--- config.mk ---
export PLATFORM = sky130hd
export DESIGN_NAME = multi_digit_led_driver
export DESIGN_NICKNAME = d
export VERILOG_FILES = /design/src/rtl/led_pkg.sv /design/src/rtl/hex_to_7seg.sv /design/src/rtl/multi_digit_led_driver.sv
export SDC_FILE = /design/constraint.sdc
export NUM_CORES = 1
export LEC_CHECK = 0
export CAP_MARGIN = 10
export CORE_AREA = 4 4 81 139
export DETAILED_ROUTE_END_ITERATION = 8
export DIE_AREA = 0 0 85 143
export SYNTH_ARGS = -nofsm -noshare
export SYNTH_HDL_FRONTEND = slang
export SYNTH_SLANG_ARGS = --single-unit
--- constraint.sdc ---
create_clock -name clk -period 3.55 [get_ports clk]
set_input_delay 1.065 -clock clk [delete_from_list [all_inputs] [get_ports clk]]
set_output_delay 1.065 -clock clk [all_outputs]
set_load 0.05 [all_outputs]
--- src/rtl/led_pkg.sv ---
// rtl/led_pkg.sv - shared constants and helpers for the multi-digit LED driver
package led_pkg;

    localparam logic [6:0] SEG_BLANK = 7'b1111111;

    // Active-low {a,b,c,d,e,f,g}; entry n is the pattern for hex digit n.
    localparam logic [15:0][6:0] SEG_TABLE = {
        7'b0111000,  // F
        7'b0110000,  // E
        7'b1000010,  // d
        7'b0110001,  // C
        7'b1100000,  // b
        7'b0001000,  // A
        7'b0000100,  // 9
        7'b0000000,  // 8
        7'b0001111,  // 7
        7'b0100000,  // 6
        7'b0100100,  // 5
        7'b1001100,  // 4
        7'b0000110,  // 3
        7'b0010010,  // 2
        7'b1001111,  // 1
        7'b0000001   // 0
    };

    // Bits needed to count 0..n-1, never less than one.
    function automatic int cnt_width(input int n);
        return (n <= 2) ? 1 : $clog2(n);
    endfunction

endpackage

--- src/rtl/hex_to_7seg.sv ---
// rtl/hex_to_7seg.sv - combinational hex nibble to active-low seven-segment pattern
module hex_to_7seg
    import led_pkg::*;
(
    input  logic [3:0] nibble,
    output logic [6:0] seg
);

    // Straight table lookup; all 16 codes are defined.
    always_comb begin
        seg = SEG_TABLE[nibble];
    end

endmodule

--- src/rtl/multi_digit_led_driver.sv ---
// rtl/multi_digit_led_driver.sv - time-multiplexed hex LED driver; optional LED_DIMMING_EN
module multi_digit_led_driver
    import led_pkg::*;
#(
    parameter int NUM_DIGITS   = 4,
    parameter int CLK_DIV      = 16,
    parameter int GUARD_CYCLES = 2
) (
    input  logic                    clk,
    input  logic                    reset,
    input  logic [4*NUM_DIGITS-1:0] signal_to_display,
    input  logic                    load,
    input  logic [NUM_DIGITS-1:0]   dp_mask,
    input  logic                    blank_lz,
`ifdef LED_DIMMING_EN
    input  logic [3:0]              brightness,
`endif
    output logic [NUM_DIGITS-1:0]   an,
    output logic [6:0]              seg,
    output logic                    dp,
    output logic                    frame_done
);

    localparam int CW = cnt_width(CLK_DIV);
    localparam int IW = cnt_width(NUM_DIGITS);
    localparam logic [CW-1:0] CNT_LAST  = CW'(CLK_DIV - 1);
    localparam logic [CW-1:0] GUARD_END = CW'(GUARD_CYCLES);
    localparam logic [IW-1:0] IDX_FIRST = IW'(NUM_DIGITS - 1);

    logic [CW-1:0] cnt_q, cnt_d;
    logic [IW-1:0] idx_q, idx_d;
    logic          boundary;

    logic [NUM_DIGITS-1:0][3:0] pend_q, pend_d;
    logic [NUM_DIGITS-1:0]      pend_dp_q, pend_dp_d;
    logic                       pend_flag_q, pend_flag_d;
    logic [NUM_DIGITS-1:0][3:0] shadow_q, shadow_d;
    logic [NUM_DIGITS-1:0]      shadow_dp_q, shadow_dp_d;

    logic [NUM_DIGITS-1:0] an_q, an_d;
    logic [6:0]            seg_q, seg_d;
    logic                  dp_q, dp_d;
    logic                  frame_done_q, frame_done_d;

    logic [NUM_DIGITS-1:0] lz_mask;
    logic                  zero_run;
    logic                  blank;
    logic                  dim_on;
    logic [3:0]            cur_nibble;
    logic [6:0]            dec_seg;

`ifdef LED_DIMMING_EN
    logic [3:0]  brightness_q, brightness_d;
    logic [31:0] rel;
`endif

    // Slot counter and digit index; index walks downward and wraps each frame.
    always_comb begin
        cnt_d    = cnt_q + 1'b1;
        idx_d    = idx_q;
        boundary = (idx_q == '0) && (cnt_q == CNT_LAST);
        if (cnt_q == CNT_LAST) begin
            cnt_d = '0;
            idx_d = (idx_q == '0) ? IDX_FIRST : idx_q - 1'b1;
        end
    end

    // Pending/shadow double buffer; shadow only changes at the frame boundary.
    always_comb begin
        pend_d      = pend_q;
        pend_dp_d   = pend_dp_q;
        pend_flag_d = pend_flag_q;
        shadow_d    = shadow_q;
        shadow_dp_d = shadow_dp_q;
        if (boundary) begin
            if (load) begin
                shadow_d    = signal_to_display;
                shadow_dp_d = dp_mask;
                pend_flag_d = 1'b0;
            end else if (pend_flag_q) begin
                shadow_d    = pend_q;
                shadow_dp_d = pend_dp_q;
                pend_flag_d = 1'b0;
            end
        end else if (load) begin
            pend_d      = signal_to_display;
            pend_dp_d   = dp_mask;
            pend_flag_d = 1'b1;
        end
    end

    // lz_mask[i] is set when every shadow nibble from i upward is zero.
    always_comb begin
        zero_run = 1'b1;
        lz_mask  = '0;
        for (int j = NUM_DIGITS - 1; j >= 0; j--) begin
            zero_run   = zero_run & (shadow_q[j] == 4'h0);
            lz_mask[j] = zero_run;
        end
    end

`ifdef LED_DIMMING_EN
    // Brightness gate: anode on for the first brightness+1 cycles of every 16 after guard.
    always_comb begin
        brightness_d = boundary ? brightness : brightness_q;
        rel          = 32'(cnt_q) - 32'(GUARD_CYCLES);
        dim_on       = ({1'b0, rel[3:0]} < ({1'b0, brightness_q} + 5'd1));
    end
`else
    // Without dimming the anode stays on for the whole non-guard region.
    always_comb begin
        dim_on = 1'b1;
    end
`endif

    assign cur_nibble = shadow_q[idx_q];

    hex_to_7seg u_hex_to_7seg (
        .nibble (cur_nibble),
        .seg    (dec_seg)
    );

    // Next pin values from the current scan position; registered below.
    always_comb begin
        blank        = blank_lz && (idx_q != '0) && lz_mask[idx_q];
        an_d         = '1;
        seg_d        = blank ? SEG_BLANK : dec_seg;
        dp_d         = blank ? 1'b1 : ~shadow_dp_q[idx_q];
        frame_done_d = boundary;
        if ((cnt_q >= GUARD_END) && dim_on) begin
            an_d[idx_q] = 1'b0;
        end
    end

    // State and output registers with asynchronous reset.
    always_ff @(posedge clk or posedge reset) begin
        if (reset) begin
            cnt_q        <= '0;
            idx_q        <= IDX_FIRST;
            pend_q       <= '0;
            pend_dp_q    <= '0;
            pend_flag_q  <= 1'b0;
            shadow_q     <= '0;
            shadow_dp_q  <= '0;
            an_q         <= '1;
            seg_q        <= SEG_BLANK;
            dp_q         <= 1'b1;
            frame_done_q <= 1'b0;
`ifdef LED_DIMMING_EN
            brightness_q <= 4'hF;
`endif
        end else begin
            cnt_q        <= cnt_d;
            idx_q        <= idx_d;
            pend_q       <= pend_d;
            pend_dp_q    <= pend_dp_d;
            pend_flag_q  <= pend_flag_d;
            shadow_q     <= shadow_d;
            shadow_dp_q  <= shadow_dp_d;
            an_q         <= an_d;
            seg_q        <= seg_d;
            dp_q         <= dp_d;
            frame_done_q <= frame_done_d;
`ifdef LED_DIMMING_EN
            brightness_q <= brightness_d;
`endif
        end
    end

    assign an         = an_q;
    assign seg        = seg_q;
    assign dp         = dp_q;
    assign frame_done = frame_done_q;

endmodule

## Yosys cells after proc, flatten, opt, wreduce, memory -nomap -nowiden

Memory sizes are Yosys's and may differ from the RTL's.
Cells that the tools add are included.

| operators by class | value |
|---|---|
| $add $sub $neg | 2 |
| order comparisons | 4 |
| eq/ne operators | 1 |
| mux-type cells | 20 |
| bitwise logic cells | 6 |
| reductions and logical operators | 14 |

Operators by type and width:

| operator | number |
|---|---|
| two-way mux 16 bit | 2 |
| two-way mux 4 bit | 5 |
| zero test 4 bit | 4 |
| two-way mux 7 bit | 2 |
| binary-select mux 4 bit (select 2 bit) | 1 |
| two-way mux 1 bit | 6 |
| nonzero test 2 bit | 3 |
| < comparator 4 x 5 -> 1 bit (second input constant) | 1 |
| adder 4 x 1 -> 4 bit (second input constant) | 1 |
| binary-select mux 1 bit (select 2 bit) | 2 |
| equality test 4 bit (second input constant) | 1 |
| greater-or-equal comparator 4 x 2 -> 1 bit (second input constant) | 1 |
| logical AND 1 bit | 4 |
| NOT 4 bit | 1 |
| AND reduction 2 bit | 2 |
| AND 1 bit | 3 |
| < comparator 2 x 3 -> 1 bit (second input constant) | 1 |
| demux 1 bit (select 2 bit) | 1 |
| greater-or-equal comparator 2 x 1 -> 1 bit (second input constant) | 1 |
| zero test 2 bit | 1 |
| two-way mux 2 bit | 1 |
| NOT 1 bit | 2 |
| subtractor 2 x 1 -> 2 bit (second input constant) | 1 |

| storage, ports and cells | value |
|---|---|
| register bits | 60 |
| memory bits (read-only) | 112 |
| input port bits | 24 |
| logic and storage cells | 65 |
| memories kept | 1 |

Memories:

| memory | depth | bits a word | read ports | clocked after memory_dff | write ports | RTL line | text |
|---|---|---|---|---|---|---|---|
| (name not given) | 16 | 7 | 1 | 0 | 0 | hex_to_7seg.sv:11 | `seg = SEG_TABLE[nibble];` |

## Logic depth before layout (Yosys ltp)

| depth | value |
|---|---|
| word-level depth | 8 |
| depth in mapped cells | 7 |

## Modules after synthesis

Synthesis repeated with hierarchy kept, for this count alone.

| second synthesis, totals | value |
|---|---|
| cells, all modules | 216 |
| area total of the unflattened synthesis | 2982.9 µm² |

By module, submodules not included:

| module | instances | cells an instance | area each (µm²) | sequential area each (µm²) |
|---|---|---|---|---|
| multi_digit_led_driver | 1 | 184 | 2708.8 | 1519.0 |
| hex_to_7seg | 1 | 32 | 274.0 | 0.0 |

## Worst setup path before layout

OpenSTA, ideal clock, no wires.

| timing path | value |
|---|---|
| kind | reg2reg |
| start point | register idx_q[0] |
| end point | register seg_q[6], in the netlist seg[6] |
| setup time | 0.089 ns |
| arrival time | 2.271 ns |
| data required time | 3.461 ns |
| slack | 1.190 ns |
| stages on the path, launching flop included | 7 |
| path buffers | 1 |
| period minus slack after synthesis | 2.360 ns |
| cells stage by stage | dfstp_2 -> buf_6 -> mux4_1 -> ha_1 -> or3b_2 -> a21oi_1 -> o31ai_1 |

| on the way | value |
|---|---|
| cells in the longest elaborated chain, start to end | 5 |
| elaborated cells on any way between the ends | 10 |

RTL lines:

| element | RTL line | text |
|---|---|---|
| start, declared | multi_digit_led_driver.sv:31 | `logic [IW-1:0] idx_q, idx_d;` |
| start signal, assigned | multi_digit_led_driver.sv:154 | `idx_q <= idx_d;` |
| binary-select mux 4 bit (select 2 bit) | multi_digit_led_driver.sv:116 | `assign cur_nibble = shadow_q[idx_q];` |
| two-way mux 4 bit (not written as such) | multi_digit_led_driver.sv:116 |  |
| memory (16 x 7 bit) | -- |  |
| two-way mux 7 bit (not written as such) | hex_to_7seg.sv:11 |  |
| two-way mux 7 bit (*) | multi_digit_led_driver.sv:127 | `seg_d = blank ? SEG_BLANK : dec_seg;` |
| named net seg_d[6] | multi_digit_led_driver.sv:41 | `logic [6:0] seg_q, seg_d;` |
| end signal, assigned | multi_digit_led_driver.sv:161 | `seg_q <= seg_d;` |
| end, declared | multi_digit_led_driver.sv:41 |  |

Mark *: on every way through the listed nets, which the timed path passes. The rest lies on a longest branch. The select of a mux whose other input is x is not followed.
A chain may end at the register's enable or synchronous reset.

## Final worst setup path

| timing path | value |
|---|---|
| start point | register seg_q[3], in the netlist seg[3] |
| end point | output seg[3] |

RTL lines:

| element | RTL line | text |
|---|---|---|
| end, declared | multi_digit_led_driver.sv:19 | `output logic [6:0] seg,` |

No word-level cell between the ends.

==> impl_results.md <==
* Initial Util at between 20% and 30%
* Post-route minimum period at about 2.7 ns
* Number of global-route vias before repair at roughly 2100
* Worst-path fanout max at 1
* WL per Instance at 13.9 um
* Fin Hold WS at around 0.47 ns
* Cts hold-fix bufs at 0
* Share of layout cells above drive strength 1 at between 20% and 30%
* Synth top area cells: dfrtp_1, dfstp_2, mux2_2
* Worst-case clock buffer depth at 2
* Yosys warning count at 0
* DRC Markers at 0
* Fin nets at 320
* Max Slew Vio Count at 0
* Chip width at about 85 um
* Leakage at approximately 1.7 nW
* CP Buf/Inv Count at 1
* Via Count at 1938
* Mapped Nets at roughly 280
* Pwr Total at approximately 2.0 mW
* Period Utilization, post-route at around 76%
* Critical path's top delay family: buffers and inverters
* Ant diodes at 0
* Mapped cell area at around 3000 um2
* # Post-CTS Setup Buffers at 0
* Post-synth top area cell: dfrtp_1
* CTS resizes at 0
* Endpoints failing hold at 0
* Worst Tran Pin Value at 0.542 ns
* Worst min path class: reg -> reg
* First-pass GRT wire length at roughly 10000 um
* Routed wire length at between 5000 and 6000 um
* Detail Placement HPWL at 4370 um
* Root buffer cell: clkbuf_16
* Utilization after layout at between 30% and 40%
* Cells after synthesis at ~250
* Vias/cell at approximately 4.7
* Port Buffers at 36
* CTS HTree Levels at 3
* RSZ-0062 raised after global routing: false
* Status: finished clean
* Number of synthesized flops with an enable pin at 0
* Final Skew at between 0.003 and 0.004 ns
* Sequential area share after synthesis at about half
* Row count at approximately 50
* RePlAce Congestion at roughly 0.76
* Cts bufs inserted at 9
* Yosys cell types at 36
* Top-Level Pins at 37
* Most used flip-flop cell after synthesis: dfrtp_1
* DRT antenna net count at 0
* Synthesis-to-layout area growth at 27.3%
* Max-cap violations at 0
* Fmax at 0.371 GHz
* Synthesized flop and latch total at 60
* Simple-Gate Fraction of Synth Area at a little over 9%
* Core ar. at roughly 10000 um2
* Asr flop ratio synth at between 90% and 100%
* Multiplexer share of the synthesized area at between 20% and 30%
* Worst setup path class: reg -> out
* Synth Area in XOR/XNOR at roughly 1.5%
* Worst skew pair latency at 0.33 ns
* PD cells at 533 nW/um2
* Post-route insts no fill at between 400 and 500
* Grt ovf at 0
* CP max stage delay at approximately 0.79 ns
* Final setup TNS at 0 ns
* Compound-cell area share of the yosys netlist at ~8%
* Max VDD drop at around 0.00023 V
* Required time worst endpoint at between 2 and 2.5 ns
* Relative slew slack at 62.8%
* Crit-path cells: clkdlybuf4s50_1
* Die area at about 12000 um2
* Critical path's slowest cell: clkdlybuf4s50_1
* Clock sink count at 60
* Initial antenna violation count at 0
* Initial DRT Pass Iterations at 4
* CP endpoint kind: output pin
* Main combinational cell family by area after synthesis: multiplexers
* TritonCTS clock tree: yes
* Arrival @ worst endpoint at between 1.5 and 2 ns
* Mean Syn Cell Area at 12.2 um2
* Clk slew on worst S/H paths at about 0.050 ns
* Placed cells at 400
* Setup Viol. Count Final at 0
* GRT Total Usage at 10.7%
* Largest net degree at the start of global routing at just over 40
* Post-synthesis adder-cell area fraction at between 5 and 6%
* Chip height at 143 um
* Iter 0 DRT Violations at 74
* Startpoint types: register
* Post-synth top area share at 38.6%
==> where the power goes <==
| part | switching (mW) | internal [mW] | leakage [nW] |
|---|---|---|---|
| Clock | 0.303 | 0.632 | 0.162 |
| Sequential | 0.0390 | 0.757 | 0.689 |
| Combinational | 0.156 | 0.139 | 0.834 |
| Total | 0.497 | 1.53 | 1.69 |
==> worst paths after layout <==
path,endpoint,startpoint,cells past startpoint,slack [ns]
setup reg to reg,seg[6],idx_q[0],5,0.95
hold reg to reg,shadow_dp_q[2],shadow_dp_q[2],2,0.47
setup / recovery,seg[3],seg[3],1,0.86
hold / removal,shadow_dp_q[2],shadow_dp_q[2],2,0.47
max in group asynchronous,idx_q[1],reset,3,1.86
min in group asynchronous,cnt_q[1],reset,2,1.03
==> cell type report <==
type / count / area (um2)
fill: 1001 / 6440
sequential: 60 / 1520
multi-input combinational: 164 / 1360
timing repair buffer: 40 / 403
clock buffer: 10 / 239
tap: 127 / 159
clock inverter: 6 / 87.6
inverter: 9 / 33.8
==> cells in the final DEF (no fill, tap or decap), types with 3 or more instances in the layout <==
| cell type | netlist | routed |
|---|---|---|
| or3b_2 | 4 | 4 |
| xor2_1 | 5 | 5 |
| nor4_1 | 4 | 4 |
| dfrtp_1 | 46 | 46 |
| o21ai_0 | 24 | 24 |
| mux2_4 | 3 | 3 |
| a21oi_1 | 6 | 6 |
| ha_1 | 12 | 12 |
| nor2_1 | 7 | 7 |
| dfstp_2 | 14 | 14 |
| buf_4 | 1 | 3 |
| clkbuf_16 | 0 | 9 |
| inv_1 | 9 | 8 |
| mux4_2 | 3 | 3 |
| clkdlybuf4s50_1 | 0 | 36 |
| nand2_1 | 27 | 27 |
| mux2i_1 | 23 | 23 |
| nand3_1 | 3 | 3 |
| mux2_2 | 23 | 23 |
==> worst register-to-register path: stages (launching register included) <==
cell     delay (ns)
dfstp_2        0.73
mux4_1         0.74
ha_1           0.30
or3b_2         0.48
a21oi_1        0.16
o31ai_1        0.09
==> synthesized netlist by cell type, types with 2 or more instances <==
master    count
nand3b_1      2
a21oi_1       6
dfrtp_1      46
o21ai_0      24
o221ai_2      2
mux2_4        3
mux4_1        2
nand2_1      27
a211o_1       2
a211oi_1      2
buf_1         2
mux2i_1      23
nand3_1       3
buf_6         3
inv_1         9
mux2_2       23
nor2b_1       2
clkbuf_1      4
or3b_2        4
ha_1         12
nor2_1        7
nor4_1        4
mux4_2        3
xor2_1        5
dfstp_2      14
==> through the flow <==
stage               setup slack, ns  cell area (um2)
floorplan                      1.02             2990
global placement              0.908             3470
detailed placement            0.880             3470
CTS                           0.837             3800
global route                  0.813             3800
finish                        0.856             3800
==> state kept, by name (all words and copies together), names as in the netlist <==
register / flops
pend_dp_q: 4
dp: 1
shadow_q: 16
an: 4
pend_q: 16
seg: 7
shadow_dp_q: 4
idx_q: 2
pend_flag_q: 1
cnt_q: 4
frame_done: 1
==> logic make-up (layout without fill, tap and decap cells) <==
| kind of cell | Yosys count | in the layout |
|---|---|---|
| xor+xnor | 5 | 5 |
| mux | 54 | 54 |
| buf+inv | 21 | 65 |
| simple gates | 54 | 54 |
| fa+ha+maj | 12 | 12 |
| flops | 60 | 60 |
| compound gates | 39 | 39 |
==> routing by layer <==
metal  routed length, um  vias up  global-route usage, %
met3                 265       14                   3.23
met2                3080       49                   18.7
li1                    -      949                      -
met5                   0        -                      0
met1                2220      926                   11.1
met4                 209        0                   6.42
Note: power is estimated with default switching activity, not from simulation.
==> RTL edit 1: new RTL, config.mk and constraints unchanged <==
The option `LED_DIMMING_EN` is turned on by a define.
--- a/src/rtl/multi_digit_led_driver.sv
+++ b/src/rtl/multi_digit_led_driver.sv
@@ -1,4 +1,6 @@
 // rtl/multi_digit_led_driver.sv - time-multiplexed hex LED driver; optional LED_DIMMING_EN
+`define LED_DIMMING_EN
+
 module multi_digit_led_driver
     import led_pkg::*;
 #(
Ports: changed (added brightness); port bits go from 37 to 41. No check against the original RTL was run, so the function may have changed too.
==> RTL edit 1 against the original RTL <==
Via count is 11% higher; non-clock buffer count is 3 higher; routed wire length grew 11%; worst setup slack got worse by 82 ps; largest cell class unchanged; cell area increased by 7.7%; synthesized area is 9.5% higher; sequential cell count is 4 higher; power is 0.76% higher.
==> RTL edit 1: results (changes against the original RTL) <==
Power and ir drop
  – Sw power: 506.2 uW (was 497.5 uW)
  – Seq pwr share: 41.6% (was 39.3%)

Synth
  – Xor and xnor fraction of the mapped netlist area: 2.143% (was 1.467%)
  – Post-synthesis compound-gate area fraction: 7.577% (was 7.879%)
  – Post-synthesis cell type count: 39 (was 36)
  – Post-synthesis sequential area ratio: 49.67% (was 50.88%)
  – Commonest cells post-synth: 46 x dfrtp_1, 27 x mux2_2, 27 x nand2_1 (was 46 x dfrtp_1, 27 x nand2_1, 24 x o21ai_0)
  – Syn Nets: 318 (was 281)
  – Ranking of synthesized cells by area: dfrtp_1 35%, dfstp_2 14%, mux2_2 9.3%, mux2i_1 7.3%, ha_1 6.9% (was dfrtp_1 39%, dfstp_2 12%, mux2_2 8.7%, mux2i_1 7.7%, ha_1 5.0%)

Global route
  – Vias in the first global route: 2284 (was 2141)
  – Global-route wire length before repair: 10940 um (was 10240 um)
  – Total track usage: 11.55% (was 10.71%)

Worst hold path
  – Min-delay src: shadow_dp_q[3] (was shadow_dp_q[2])

Setup path
  – Top delay family on crit path: simple AND/OR/NAND/NOR gates (was buffers and inverters)
  – CP startpoint: idx_q[0] (was seg[3])
  – Slowest-stage cell, CP: dfstp_2 (was clkdlybuf4s50_1)

Cells and area
  – Fillers: 991 (was 1001)
  – NumNets Final: 359 (was 320)

Route
  – DR WL/cell: 14.35 um (was 13.88 um)
  – Iteration-0 DRC Markers: 56 (was 74)
  – Routed vias/inst: 4.820 (was 4.659)

Status
  – Status: complete, no violations (unchanged)

Timing
  – Clk_skew: 3.090 ps (was 3.593 ps)

Place
  – Port buffer count: 40 (was 36)
  – Dpl cells: 429 (was 400)
RTL edit 1: cell count changes after synthesis, sizes merged, moves of 3 or more:
cell   delta
dfstp     +4
ha        +6
mux2      +3
nand3     +6
o21a      +3
RTL edit 1: per-layer routing:
| metal | routed length [um] | up-vias | share of wire, % |
|---|---|---|---|
| met3 | 215 | 13 | 3.4 |
| met4 | 167 | 0 | 2.6 |
| met2 | 3431 | 37 | 54 |
| met1 | 2573 | 1042 | 40 |
| met5 | 0 | - | 0 |
| li1 | - | 1053 | - |
RTL edit 1: cell families after synthesis:
group / after synthesis
DFF: 64
muxes: 59
and+or+nand+nor: 58
AOI/OAI and AO/OA: 41
buffers and inverters: 24
adders and majority gates: 18
xor gates and xnor gates: 8
RTL edit 1: area by class of cell:
cell class | count | area (um2) | share of cell area (%)
clock inverters | 3 | 40.04 | 0.9783
clock buffers | 13 | 260.3 | 6.359
multi-input cells | 184 | 1533 | 37.45
flip-flops and latches | 64 | 1624 | 39.68
repair buffers | 43 | 435.4 | 10.64
well taps | 127 | 158.9 | 3.883
inverters | 11 | 41.29 | 1.009
RTL edit 1: worst paths after layout:
| check | to | slack [ps] |
|---|---|---|
| hold / removal | shadow_dp_q[3] | 480 |
| setup reg to reg | pend_dp_q[3] | 770 |
| hold reg to reg | shadow_dp_q[3] | 480 |
| min in group asynchronous | frame_done | 1100 |
| setup / recovery | pend_dp_q[3] | 770 |
| max in group asynchronous | an[3] | 1780 |
RTL edit 1: worst reg2reg max path: cells and delay by family, from the launching register on:
| kind | cells | cell delay [ps] |
|---|---|---|
| adder cells (fa/ha/maj) | 1 | 280 |
| multiplexers | 1 | 530 |
| buffers and inverters | 1 | 210 |
| AND/OR/NAND/NOR | 2 | 960 |
| flip-flops | 1 | 680 |
==> RTL edit 2: new RTL, same flow settings <==
Made on the original files. Reset style: synchronous (`reset`), changed in one clocked block. Comments in the files are not updated.
--- a/src/rtl/multi_digit_led_driver.sv
+++ b/src/rtl/multi_digit_led_driver.sv
@@ -133,7 +133,7 @@
     end
 
     // State and output registers with asynchronous reset.
-    always_ff @(posedge clk or posedge reset) begin
+    always_ff @(posedge clk) begin
         if (reset) begin
             cnt_q        <= '0;
             idx_q        <= IDX_FIRST;
Function: differs if reset is asserted again (counterexample within 4 cycles, from zero or initial values and one cycle with reset high); with reset held inactive, the same outputs for 10 cycles.
==> RTL edit 2 against the original RTL <==
Sequential cell count unchanged; cell area shrank 8.6%; clock skew is 0.84 ps higher; synthesized area fell by 8.8%; worst setup slack improved by 110 ps; routed wire length shrank 2.0%; non-clock buffer count down 1; via count rose by 7.5%; critical path depth is 5 higher.
Power is not compared: it rests on default switching activity, and its combinational part moved more than twofold at a synthesized area within 25%.
==> RTL edit 2: results (changes against the original RTL) <==
Status
  – Status: complete, no violations (unchanged)

Place
  – Routability Congestion: 0.7946 (was 0.7648)
  – DP Wirelength: 4209 um (was 4373 um)
  – Port buffer count: 36 (unchanged)

Clock tree
  – Post-CTS sizing: 0 (unchanged)
  – # Post-CTS Setup Buffers: 0 (unchanged)
  – Clock Tree Buf Depth: 2 (unchanged)
  – Clock Tree Root: clkbuf_16 (unchanged)
  – CTS buffer count: 9 (unchanged)

Synth
  – Post-synthesis cell type count: 42 (was 36)
  – Ys flop type: dfxtp_1 (was dfrtp_1)
  – Xor and xnor fraction of the mapped netlist area: 0.9651% (was 1.467%)
  – Ranking of synthesized cells by area: dfxtp_1 44%, mux2i_1 8.8%, nand2_1 7.2%, a211oi_1 6.1%, ha_1 5.5% (was dfrtp_1 39%, dfstp_2 12%, mux2_2 8.7%, mux2i_1 7.7%, ha_1 5.0%)
  – FFs w/ async S/R, synth: 0% (was 100.0%)
  – Synth Area in Adders: 5.515% (was 5.029%)
  – Syn Nets: 333 (was 281)
  – Fraction of synthesized area in multiplexers: 14.48% (was 21.92%)
  – Post-synthesis sequential area ratio: 44.12% (was 50.88%)
  – Commonest cells post-synth: 60 x dfxtp_1, 52 x nand2_1, 29 x nor2_1 (was 46 x dfrtp_1, 27 x nand2_1, 24 x o21ai_0)
  – Post-synthesis compound-gate area fraction: 14.57% (was 7.879%)

Route
  – Final WL: 5662 um (was 5776 um)
  – Vias post-DR: 2083 (was 1938)
  – Iteration-0 DRC Markers: 105 (was 74)

Cells and area
  – Ant diodes: 0 (unchanged)
  – Layout cells sized above 1: 8.788% (was 25.26%)
  – NumNets Final: 361 (was 320)

Setup path
  – Worst Path Arrival: 2830 ps (was 1630 ps)
  – Top delay family on crit path: flip-flops (was buffers and inverters)
  – Slowest-stage cell, CP: dfxtp_1 (was clkdlybuf4s50_1)
  – Largest fanout on the critical path: 15 (was 1)

Global route
  – Initial antenna violation count: 0 (unchanged)
  – Global-route wire length before repair: 9666 um (was 10240 um)
  – Largest net degree at the start of global routing: 50 (was 41)
  – Vias in the first global route: 2045 (was 2141)
  – Total track usage: 10.19% (was 10.71%)

Power and ir drop
  – Worst vdd ir: around 0.23 mV
  – Leak pwr: 0.001373 uW

Timing
  – Clk_skew: 4.436 ps (was 3.593 ps)
  – Slew HR: 51.26% (was 62.85%)
[RTL edit 2: changes by cell type after synthesis, sizes merged, moves of 5 or more]
cell and change:
nor3 +5, a211oi +20, a21oi +15, dfstp -14, dfrtp -46, nand2 +25, clkbuf +11, mux2 -23
dfxtp +60, o21ai -20, nor2 +22
[RTL edit 2: path summary, 6_finish.rpt]
path / from / end / slack [ps] / cells after the start
worst max-delay path: idx_q[0] / seg[3] / 970 / 6
worst min-delay path: pend_q[8] / pend_q[8] / 450 / 2
worst max register to register: idx_q[0] / seg[3] / 970 / 6
worst min register to register: pend_q[8] / pend_q[8] / 450 / 2
[RTL edit 2: cell families (layout without fill, tap and decap cells)]
kind of cell	Yosys count	after routing
adders and majority gates	12	12
AOI/OAI and AO/OA	60	60
and+or+nand+nor	102	102
xor gates and xnor gates	3	3
DFF	60	60
muxes	32	32
buffers and inverters	28	61
[RTL edit 2: metal layers]
metal	global-route usage (%)	wire, um	vias up
met4	7.756	230	0
li1	-	-	1101
met5	0	0	-
met1	10.66	2280	929
met3	2.887	209	14
met2	17.05	2941	39
[RTL edit 2: stage by stage]
step,setup WS [ps],instances,instance area (um2),total power [uW],hold slack [ps]
final,970.2,457,3473,1694,450.9
after global routing,696.0,457,3473,1774,472.5
after global placement,746.2,441,3171,847.1,440.5
after detailed placement,699.1,441,3171,849.5,447.2
after CTS,878.4,457,3473,1725,454.0
after floorplan,1440,297,2723,796.5,435.7
[RTL edit 2: cell type report]
cell class,instances,area (um2)
well taps,127,158.9
flip-flops and latches,60,1201
fillers,1038,6765
inverters,6,22.52
clock buffers,11,252.7
clock inverters,5,50.05
repair buffers,39,382.9
multi-input cells,209,1405
[RTL edit 2: worst min-delay path, cell delays in order, from the launching register on]
cell and delay (ps):
dfxtp_1 300, nand2_1 50, a21oi_1 50
